## config.mk

```make
export PLATFORM = sky130hd
export DESIGN_NAME = nco_sweep_ctrl_flat
export DESIGN_NICKNAME = d
export VERILOG_FILES = /design/src/rtl/nco_sweep_ctrl_if.sv /design/src/rtl/nco_sweep_ctrl.sv /design/src/flat_wrapper.sv
export SDC_FILE = /design/constraint.sdc
export NUM_CORES = 1
export LEC_CHECK = 0
export CORE_MARGIN = 1
export CORE_UTILIZATION = 35
export CTS_BUF_LIST = sky130_fd_sc_hd__clkbuf_4 sky130_fd_sc_hd__clkbuf_8
export CTS_CLUSTER_SIZE = 14
export DETAILED_ROUTE_END_ITERATION = 10
export MAX_ROUTING_LAYER = met4
export PLACE_DENSITY = 0.53
export SETUP_SLACK_MARGIN = 0.1
export SYNTH_ARGS = -nofsm -noshare
export SYNTH_HDL_FRONTEND = slang
export SYNTH_SLANG_ARGS = --single-unit
```

## constraint.sdc

```tcl
create_clock -name clk -period 15.22 [get_ports clk]
set_input_delay 1.522 -clock clk [delete_from_list [all_inputs] [get_ports clk]]
set_output_delay 1.522 -clock clk [all_outputs]
set_load 0.01 [all_outputs]
```

## src/rtl/nco_sweep_ctrl_if.sv

```systemverilog
// Configuration bus from the FX2LP register block into the NCO sweep sequencer.
// The host presents a whole frequency plan at once and qualifies it with cfg_valid.
interface nco_sweep_ctrl_if #(
  parameter int ACCUMULATOR_WIDTH = 32,
  parameter int DWELL_WIDTH       = 16
);
  logic                         cfg_valid;
  logic                         cfg_ready;
  logic [ACCUMULATOR_WIDTH-1:0] cfg_start;
  logic [ACCUMULATOR_WIDTH-1:0] cfg_stop;
  logic [ACCUMULATOR_WIDTH-1:0] cfg_step;
  logic [DWELL_WIDTH-1:0]       cfg_dwell;
  logic [1:0]                   cfg_mode;

  modport master (
    output cfg_valid, cfg_start, cfg_stop, cfg_step, cfg_dwell, cfg_mode,
    input  cfg_ready
  );

  modport slave (
    input  cfg_valid, cfg_start, cfg_stop, cfg_step, cfg_dwell, cfg_mode,
    output cfg_ready
  );
endinterface

```

## src/rtl/nco_sweep_ctrl.sv

```systemverilog
// Drives NCO phase increment / clock enable / phase clear from a latched frequency plan:
// fixed tune, or single / sawtooth / triangle sweep with an exact per-frequency dwell.
module nco_sweep_ctrl #(
  parameter int ACCUMULATOR_WIDTH = 32,
  parameter int DWELL_WIDTH       = 16
) (
  input  logic                         clk,
  input  logic                         reset_n,
  nco_sweep_ctrl_if.slave              cfg,
  input  logic                         run,
  output logic [ACCUMULATOR_WIDTH-1:0] phi_inc_o,
  output logic                         nco_clken,
  output logic                         nco_phase_clr_n,
  output logic                         busy,
  output logic                         step_stb,
  output logic                         sweep_done
);
  localparam int AW = ACCUMULATOR_WIDTH;
  localparam int DW = DWELL_WIDTH;
  localparam logic [1:0] M_FIXED = 2'b00, M_SINGLE = 2'b01, M_SAW = 2'b10;

  typedef enum logic [1:0] {IDLE, ARM, RUN, DONE} state_t;

  state_t          state, state_nx;
  logic [AW-1:0]   sh_start, sh_stop, sh_step;
  logic [DW-1:0]   sh_dwell, dwell_cnt, dwell_nx;
  logic [1:0]      sh_mode;
  logic            dir_up, dir_nx, ready_q, accept;
  logic [AW-1:0]   phi_nx, target, mv_target, stepped;
  logic            natural_up, toward_stop, at_end, mv_up, stb_nx, done_nx;
  logic [AW:0]     sum, dif;

  assign cfg.cfg_ready = ready_q;
  assign accept        = cfg.cfg_valid & ready_q;
  assign natural_up    = sh_stop >= sh_start;

  // Heading toward stop when moving in the plan's natural direction; otherwise back toward start.
  always_comb begin
    toward_stop = (dir_up == natural_up);
    target      = toward_stop ? sh_stop : sh_start;
    at_end      = (phi_inc_o == target);
    mv_up       = dir_up;
    mv_target   = target;
    if (at_end && sh_mode == 2'b11) begin
      mv_up     = ~dir_up;
      mv_target = toward_stop ? sh_start : sh_stop;
    end
    sum     = {1'b0, phi_inc_o} + {1'b0, sh_step};
    dif     = {1'b0, phi_inc_o} - {1'b0, sh_step};
    stepped = mv_target;
    // Clamp on overshoot, carry/borrow or zero step; the increment never wraps.
    if (mv_up) begin
      if (!sum[AW] && sum[AW-1:0] <= mv_target && sh_step != '0) stepped = sum[AW-1:0];
    end else begin
      if (!dif[AW] && dif[AW-1:0] >= mv_target && sh_step != '0) stepped = dif[AW-1:0];
    end
  end

  always_comb begin
    state_nx = state;
    phi_nx   = phi_inc_o;
    dwell_nx = dwell_cnt;
    dir_nx   = dir_up;
    stb_nx   = 1'b0;
    done_nx  = 1'b0;
    unique case (state)
      IDLE: if (run && !accept) state_nx = ARM;
      ARM: begin
        if (!run) state_nx = IDLE;
        else begin
          state_nx = RUN;
          phi_nx   = sh_start;
          stb_nx   = 1'b1;
          dwell_nx = sh_dwell;
          dir_nx   = natural_up;
        end
      end
      RUN: begin
        if (!run) state_nx = IDLE;
        else if (dwell_cnt != '0) dwell_nx = dwell_cnt - 1'b1;
        else begin
          dwell_nx = sh_dwell;
          if (sh_mode != M_FIXED) begin
            if (at_end && sh_mode == M_SINGLE) begin
              state_nx = DONE;
              done_nx  = 1'b1;
            end else if (at_end && sh_mode == M_SAW) begin
              phi_nx = sh_start;
              stb_nx = 1'b1;
            end else begin
              phi_nx = stepped;
              stb_nx = 1'b1;
              if (at_end) dir_nx = ~dir_up;
            end
          end
        end
      end
      DONE: if (!run) state_nx = IDLE;
      default: state_nx = IDLE;
    endcase
  end

  always_ff @(posedge clk or negedge reset_n) begin
    if (!reset_n) begin
      state           <= IDLE;
      phi_inc_o       <= '0;
      dwell_cnt       <= '0;
      dir_up          <= 1'b1;
      step_stb        <= 1'b0;
      sweep_done      <= 1'b0;
      busy            <= 1'b0;
      nco_clken       <= 1'b0;
      nco_phase_clr_n <= 1'b0;
      ready_q         <= 1'b1;
    end else begin
      state           <= state_nx;
      phi_inc_o       <= phi_nx;
      dwell_cnt       <= dwell_nx;
      dir_up          <= dir_nx;
      step_stb        <= stb_nx;
      sweep_done      <= done_nx;
      busy            <= (state_nx == ARM) || (state_nx == RUN);
      nco_clken       <= (state_nx == RUN) || (state_nx == DONE);
      nco_phase_clr_n <= (state_nx == RUN) || (state_nx == DONE);
      ready_q         <= (state_nx == IDLE);
    end
  end

  // Shadow plan only loads through the handshake, which is open solely in IDLE.
  always_ff @(posedge clk or negedge reset_n) begin
    if (!reset_n) begin
      sh_start <= '0;
      sh_stop  <= '0;
      sh_step  <= '0;
      sh_dwell <= '0;
      sh_mode  <= '0;
    end else if (accept) begin
      sh_start <= cfg.cfg_start;
      sh_stop  <= cfg.cfg_stop;
      sh_step  <= cfg.cfg_step;
      sh_dwell <= cfg.cfg_dwell;
      sh_mode  <= cfg.cfg_mode;
    end
  end
endmodule

```

## src/flat_wrapper.sv

```systemverilog
// flat-port wrapper written by rule: the top's interface ports become plain ports
module nco_sweep_ctrl_flat 
#(
  parameter int ACCUMULATOR_WIDTH = 32,
  parameter int DWELL_WIDTH       = 16
)
  (clk, reset_n, run, phi_inc_o, nco_clken, nco_phase_clr_n, busy, step_stb, sweep_done, cfg_cfg_valid, cfg_cfg_start, cfg_cfg_stop, cfg_cfg_step, cfg_cfg_dwell, cfg_cfg_mode, cfg_cfg_ready);
  nco_sweep_ctrl_if #(.ACCUMULATOR_WIDTH(ACCUMULATOR_WIDTH), .DWELL_WIDTH(DWELL_WIDTH)) cfg_i ();
  input  logic clk;
  input  logic reset_n;
  input  logic run;
  output logic [ACCUMULATOR_WIDTH-1:0] phi_inc_o;
  output logic nco_clken;
  output logic nco_phase_clr_n;
  output logic busy;
  output logic step_stb;
  output logic sweep_done;
  input wire logic [$bits(cfg_i.cfg_valid)-1:0] cfg_cfg_valid;
  input wire logic [$bits(cfg_i.cfg_start)-1:0] cfg_cfg_start;
  input wire logic [$bits(cfg_i.cfg_stop)-1:0] cfg_cfg_stop;
  input wire logic [$bits(cfg_i.cfg_step)-1:0] cfg_cfg_step;
  input wire logic [$bits(cfg_i.cfg_dwell)-1:0] cfg_cfg_dwell;
  input wire logic [$bits(cfg_i.cfg_mode)-1:0] cfg_cfg_mode;
  output wire logic [$bits(cfg_i.cfg_ready)-1:0] cfg_cfg_ready;
  assign cfg_i.cfg_valid = cfg_cfg_valid;
  assign cfg_i.cfg_start = cfg_cfg_start;
  assign cfg_i.cfg_stop = cfg_cfg_stop;
  assign cfg_i.cfg_step = cfg_cfg_step;
  assign cfg_i.cfg_dwell = cfg_cfg_dwell;
  assign cfg_i.cfg_mode = cfg_cfg_mode;
  assign cfg_cfg_ready = cfg_i.cfg_ready;
  nco_sweep_ctrl #(.ACCUMULATOR_WIDTH(ACCUMULATOR_WIDTH), .DWELL_WIDTH(DWELL_WIDTH)) u_core (.clk(clk), .reset_n(reset_n), .cfg(cfg_i), .run(run), .phi_inc_o(phi_inc_o), .nco_clken(nco_clken), .nco_phase_clr_n(nco_phase_clr_n), .busy(busy), .step_stb(step_stb), .sweep_done(sweep_done));
endmodule
```

=== After elaboration in Yosys (flattened, before gate mapping) ===
Cells that the tools add are included.

* Register bits after elaboration: 170
* Input port bits: 118
* Logic and storage cells: 107
* Output and inout port bits: 38

* Mux-type cells: 45
* Bitwise logic cells: 2
* Reductions and logical operators: 22
* Magnitude comparators: 3
* Eq/ne operators: 18
* Add/subtract/negate cells: 3

{| class="wikitable"
|+ Operators with widths
! kind !! number
|-
| 2-to-1 mux 32 bit || 12
|-
| greater-or-equal comparator 32 bit || 2
|-
| case mux 32 bit (2 select lines) || 1
|-
| 2-to-1 mux 16 bit || 3
|-
| adder 32 x 32 -> 33 bit || 1
|-
| subtractor 32 x 32 -> 33 bit || 1
|-
| == test 32 bit || 1
|-
| less-or-equal comparator 32 bit || 1
|-
| case mux 16 bit (2 select lines) || 1
|-
| nonzero test 32 bit || 1
|-
| 2-to-1 mux 1 bit || 18
|-
| nonzero test 16 bit || 1
|-
| subtractor 16 x 1 -> 16 bit (second input constant) || 1
|-
| 2-to-1 mux 2 bit || 7
|-
| == test 2 bit (second input constant) || 6
|-
| inequality test 2 bit (second input constant) || 5
|-
| logical AND 1 bit || 8
|-
| case mux 2 bit (4 select lines) || 1
|-
| AND reduction 8 bit || 1
|-
| == test 2 x 1 -> 1 bit (second input constant) || 3
|-
| AND reduction 6 bit || 1
|-
| zero test 2 bit || 2
|-
| inequality test 2 x 1 -> 1 bit (second input constant) || 2
|-
| case mux 1 bit (2 select lines) || 2
|-
| 7 further kinds || 11
|}

=== Logic depth before layout (Yosys ltp) ===
* Depth after elaboration: 17
* Gate-level depth with buffers: 31

=== Worst setup path before layout ===
No wires, ideal clock.

* Path type: reg2reg
* Start point: reg u_core.sh_start[25]
* End point: reg u_core.phi_inc_o[11]
* Cell stages (with the launch flop): 31
* Arrival: 5904 ps
* Path buffers: 3
* Slack: 9212 ps
* Data required time: 15116 ps
* Cells stage by stage: dfrtp_1 -> inv_1 -> ha_1 -> a21o_1 -> a221o_1 -> a211oi_2 -> buf_4 -> nand3_1 -> nor3_2 -> a2111oi_2 -> a211oi_4 -> nand2_1 -> xnor2_1 -> buf_2 -> mux2i_1 -> ha_1 -> a21o_1 -> a21o_1 -> a21o_1 -> a21o_1 -> a21o_1 -> a21o_1 -> a21oi_1 -> nand4_1 -> a41o_1 -> o311ai_2 -> a2111oi_4 -> buf_6 -> nor2b_1 -> a2111o_1 -> o311ai_1

* Cells in the longest elaborated chain, start to end: 17
* Elaborated cells on any way between the ends: 27

{| class="wikitable"
|+ Ends and longest elaborated chain
! element !! RTL line !! text
|-
| start: declaration || nco_sweep_ctrl.sv:25 || <nowiki>logic [AW-1:0] sh_start, sh_stop, sh_step;</nowiki>
|-
| start signal: assignment || nco_sweep_ctrl.sv:138 || <nowiki>sh_start <= cfg.cfg_start;</nowiki>
|-
| greater-or-equal comparator 32 bit || nco_sweep_ctrl.sv:35 || <nowiki>assign natural_up = sh_stop >= sh_start;</nowiki>
|-
| == test 1 bit || nco_sweep_ctrl.sv:39 || <nowiki>toward_stop = (dir_up == natural_up);</nowiki>
|-
| 2-to-1 mux 32 bit || nco_sweep_ctrl.sv:40 || <nowiki>target = toward_stop ? sh_stop : sh_start;</nowiki>
|-
| == test 32 bit || nco_sweep_ctrl.sv:41 || <nowiki>at_end = (phi_inc_o == target);</nowiki>
|-
| logical AND 1 bit || nco_sweep_ctrl.sv:44 || <nowiki>if (at_end && sh_mode == 2'b11) begin</nowiki>
|-
| 2-to-1 mux 32 bit || nco_sweep_ctrl.sv:44 ||
|-
| greater-or-equal comparator 32 bit / less-or-equal comparator 32 bit (equally long branches) || nco_sweep_ctrl.sv:55, nco_sweep_ctrl.sv:53 ||
|-
| logical AND 1 bit, on equally long branches (2 in series) || nco_sweep_ctrl.sv:55, nco_sweep_ctrl.sv:53 ||
|-
| 2-to-1 mux 32 bit, on equally long branches || nco_sweep_ctrl.sv:55, nco_sweep_ctrl.sv:53 ||
|-
| 2-to-1 mux 32 bit || nco_sweep_ctrl.sv:52 || <nowiki>if (mv_up) begin</nowiki>
|-
| 2-to-1 mux 32 bit || nco_sweep_ctrl.sv:87 || <nowiki>end else if (at_end && sh_mode == M_SAW) begin</nowiki>
|-
| 2-to-1 mux 32 bit || nco_sweep_ctrl.sv:84 || <nowiki>if (at_end && sh_mode == M_SINGLE) begin</nowiki>
|-
| 2-to-1 mux 32 bit || nco_sweep_ctrl.sv:83 || <nowiki>if (sh_mode != M_FIXED) begin</nowiki>
|-
| 2-to-1 mux 32 bit || nco_sweep_ctrl.sv:80 || <nowiki>else if (dwell_cnt != '0) dwell_nx = dwell_cnt - 1'b1;</nowiki>
|-
| 2-to-1 mux 32 bit || nco_sweep_ctrl.sv:79 || <nowiki>if (!run) state_nx = IDLE;</nowiki>
|-
| case mux 32 bit (2 select lines) || nco_sweep_ctrl.sv:66 || <nowiki>unique case (state)</nowiki>
|-
| end signal: assignment || nco_sweep_ctrl.sv:117 || <nowiki>phi_inc_o <= phi_nx;</nowiki>
|-
| end: declaration || nco_sweep_ctrl.sv:11 || <nowiki>output logic [ACCUMULATOR_WIDTH-1:0] phi_inc_o,</nowiki>
|}

Parallel ways exist; a longest one is shown, timed or not. The select of a mux whose other input is x is not followed.
A chain may end at the register's enable or synchronous reset.

=== Worst setup path after layout ===
* Start point: reg u_core.phi_inc_o[1]
* End point: reg u_core.phi_inc_o[1]

* Cells in the longest elaborated chain, start to end: 14
* Elaborated cells on any way between the ends: 27

{| class="wikitable"
|+ Ends and longest elaborated chain
! element
|-
| parallel branches: the longest is 14 deep, another holds subtractor 32 x 32 -> 33 bit
|}

Parallel ways; which one is timed is not known. The select of a mux whose other input is x is not followed.

==> impl_metrics.csv <==
group,metric,value,unit
flow_run,cap_violations,0,
die,rows,74,
worst_setup_path,cp-end-kind,"register",
synth,ys.warnings.count,0,
layout,seq_area,0.004257,mm^2
clocking,cts.clk_slew.worst_paths,0.11,ns
timing,grt_setup_unrepaired,"no",
synth,ys_types,84,
worst_setup_path,cp.arrival,8.28,ns
die,die_area,0.04208,mm^2
synth,syn_nets,1875,
layout,layout_common_cells,"168 x dfrtp_1, 166 x ha_1, 154 x clkdlybuf4s50_1",
timing,tns,0,ns
global_route,antenna_found_initial,0,
min_path,hold_path.class,"reg2reg",
worst_setup_path,worst_path_max_delay_cell,"a2111oi_0",
timing,min_period,7.868,ns
worst_setup_path,worstPathRequired,15.63,ns
worst_setup_path,crit_family,"compound AO/OA/AOI/OAI gates",
synth,syn_avg_cell_area,9.088,um^2
global_route,grt_pass1_vias,12090,
die,num_io_pins,156,
worst_setup_path,rr_startpoint,"u_core.phi_inc_o[1]",
global_route,grt_use_met2,38.16,%
timing,setup_viol,0,
route,wire_per_inst,21.32,um
worst_setup_path,cp_max_fo,25,
timing,tightest_slew,1.210,ns
clocking,cts_tree,"built",
die,coreArea,0.04074,mm^2
clocking,ctsHoldBuffers,0,
clocking,clockBufferDepth,2,
synth,synth_edf_count,0,
synth,syn_inst,1589,
route,drt-total-wl,48.12,mm
die,die_h,205.1,um
layout,layout_commonest_cell,"dfrtp_1",
global_route,grt_first_pass_wirelength,72.80,mm
worst_setup_path,worstSetupStartpoint,"u_core.phi_inc_o[1]",
timing,finalCritPeriodShare,51.69,%
layout,drive_above_1_share,11.36,%
min_path,worstHoldStart,"u_core.sh_dwell[9]",
worst_setup_path,critPathBufInv,1,
clocking,htree_levels,4,
clocking,postCtsSetupRepairBufs,0,
global_route,track_usage,23.94,%
timing,fmaxAchievable,127.1,MHz
clocking,clockRootBuffer,"clkbuf_8",
placement,hpwl,37.20,mm
global_route,met3_usage,3.420,%
worst_setup_path,critical_path.most_common_cell,"a21oi_1",
layout,multi_input_area,0.009512,mm^2
synth,async_flop_share,100.0,%
route,drt_iter0_drc,796,
route,vias,12470,
global_route,grt_busiest_layer,"met2",
layout,finalNetCount,1998,
run_status,status,"completed",
timing,timing.final.hold_violations,0,
die,die_width,205.1,um
clocking,clkLatencyLatePin,0.53,ns
route,first_pass_iters,5,
layout,diodes,0,
timing,fin_skew,0.01837,ns
synth,ys_seq_area_share,29.47,%
placement,port_buffers,155,
global_route,grt_use_met1,31.37,%
timing,slew_violations,0,
worst_setup_path,worstSetupPathType,"reg2reg",
placement,place_congestion,0.9430,
die,start_util,35.45,%
layout,fill_cells,4080,
global_route,grt_max_degree,73,
worst_setup_path,max_stage_delay,0.90,ns
timing,relSlewSlack,19.22,%
route,drt-vias-per-instance,5.525,
synth,synth-seq-cells,170,
route,route.antenna.remaining_nets,0,
synth,ys.flop_type,"dfrtp_1",
synth,syn_area,0.01444,mm^2
global_route,overflow,0,
layout,syn2layout_area_growth,16.93,%
clocking,cts_buffers,17,
clocking,post_cts_resized,0,
worst_setup_path,startpoint_type,"register",
route,drc,0,
clocking,clock_sinks,170,
final cells by class:
cell class / count / share of cell area [%]
Clock buffer: 19 / 1.475
Clock inverter: 13 / 0.8966
Inverter: 109 / 2.423
Tap cell: 532 / 3.942
Sequential cell: 170 / 25.21
Timing Repair Buffer: 167 / 9.729
Multi-Input combinational cell: 1247 / 56.33
kinds of logic after synthesis:
logic type / share of synthesized area, %
AOI/OAI and AO/OA: 18.26
xor gates and xnor gates: 6.974
adders and majority gates: 14.66
buffers and inverters: 4.782
DFF: 29.47
muxes: 11.05
and+or+nand+nor: 14.81
synthesized netlist by cell type, types with 17 or more instances:
cell type / n / area share, %
clkbuf_1: 40 / 1.0
nor3_1: 43 / 1.5
nand2_1: 61 / 1.6
and2_1: 19 / 0.82
nand3_1: 31 / 1.1
nand2b_1: 25 / 1.1
xor2_1: 17 / 1.0
dfrtp_1: 168 / 29
inv_1: 108 / 2.8
a21o_1: 46 / 2.4
xnor2_1: 98 / 5.9
nor4_1: 19 / 0.82
nor2b_1: 29 / 1.3
o21ai_0: 68 / 2.4
mux2i_1: 30 / 2.1
nor2_1: 99 / 2.6
a21oi_1: 142 / 4.9
nand4_1: 33 / 1.4
ha_1: 166 / 14
mux2_2: 115 / 9.0
registers in the layout, summed over array words and instances (netlist names), 2 cells and up:
signal            flops
u_core.dwell_cnt     16
u_core.phi_inc_o     32
u_core.sh_dwell      16
u_core.sh_mode        2
u_core.sh_start      32
u_core.sh_step       32
u_core.sh_stop       32
u_core.state          2
per-stage QoR:
step | setup slack [ns] | instances | util (%) | hold slack [ns] | cell area, um^2
after CTS | 7.396 | 2257 | 41.45 | 0.5292 | 16890
after detailed placement | 7.460 | 2225 | 40.47 | 0.5022 | 16490
after floorplan | 9.212 | 1589 | - | 0.4659 | 14440
after global placement | 7.581 | 2225 | 40.47 | 0.4936 | 16490
after global routing | 6.974 | 2257 | 41.45 | 0.5460 | 16890
final | 7.352 | 2257 | 41.45 | 0.5249 | 16890
worst paths after layout:
kind,depth (start not counted),to,slack (ns)
min in group asynchronous,1,u_core.sh_step[20],0.90
setup reg to reg,27,u_core.phi_inc_o[1],7.35
hold reg to reg,1,u_core.sh_dwell[9],0.52
hold / removal,1,u_core.sh_dwell[9],0.52
setup / recovery,27,u_core.phi_inc_o[1],7.35
max in group asynchronous,3,u_core.sh_dwell[11],12.20
metal layers:
layer / up-vias / wire (um)
met1: 6108 / 21980
met5: - / 0
met4: 0 / 1148
li1: 5961 / -
met2: 343 / 22600
met3: 59 / 2395
Power is not shown: default switching activity piles up to over one toggle a cycle in this logic, so the estimate is an artifact.
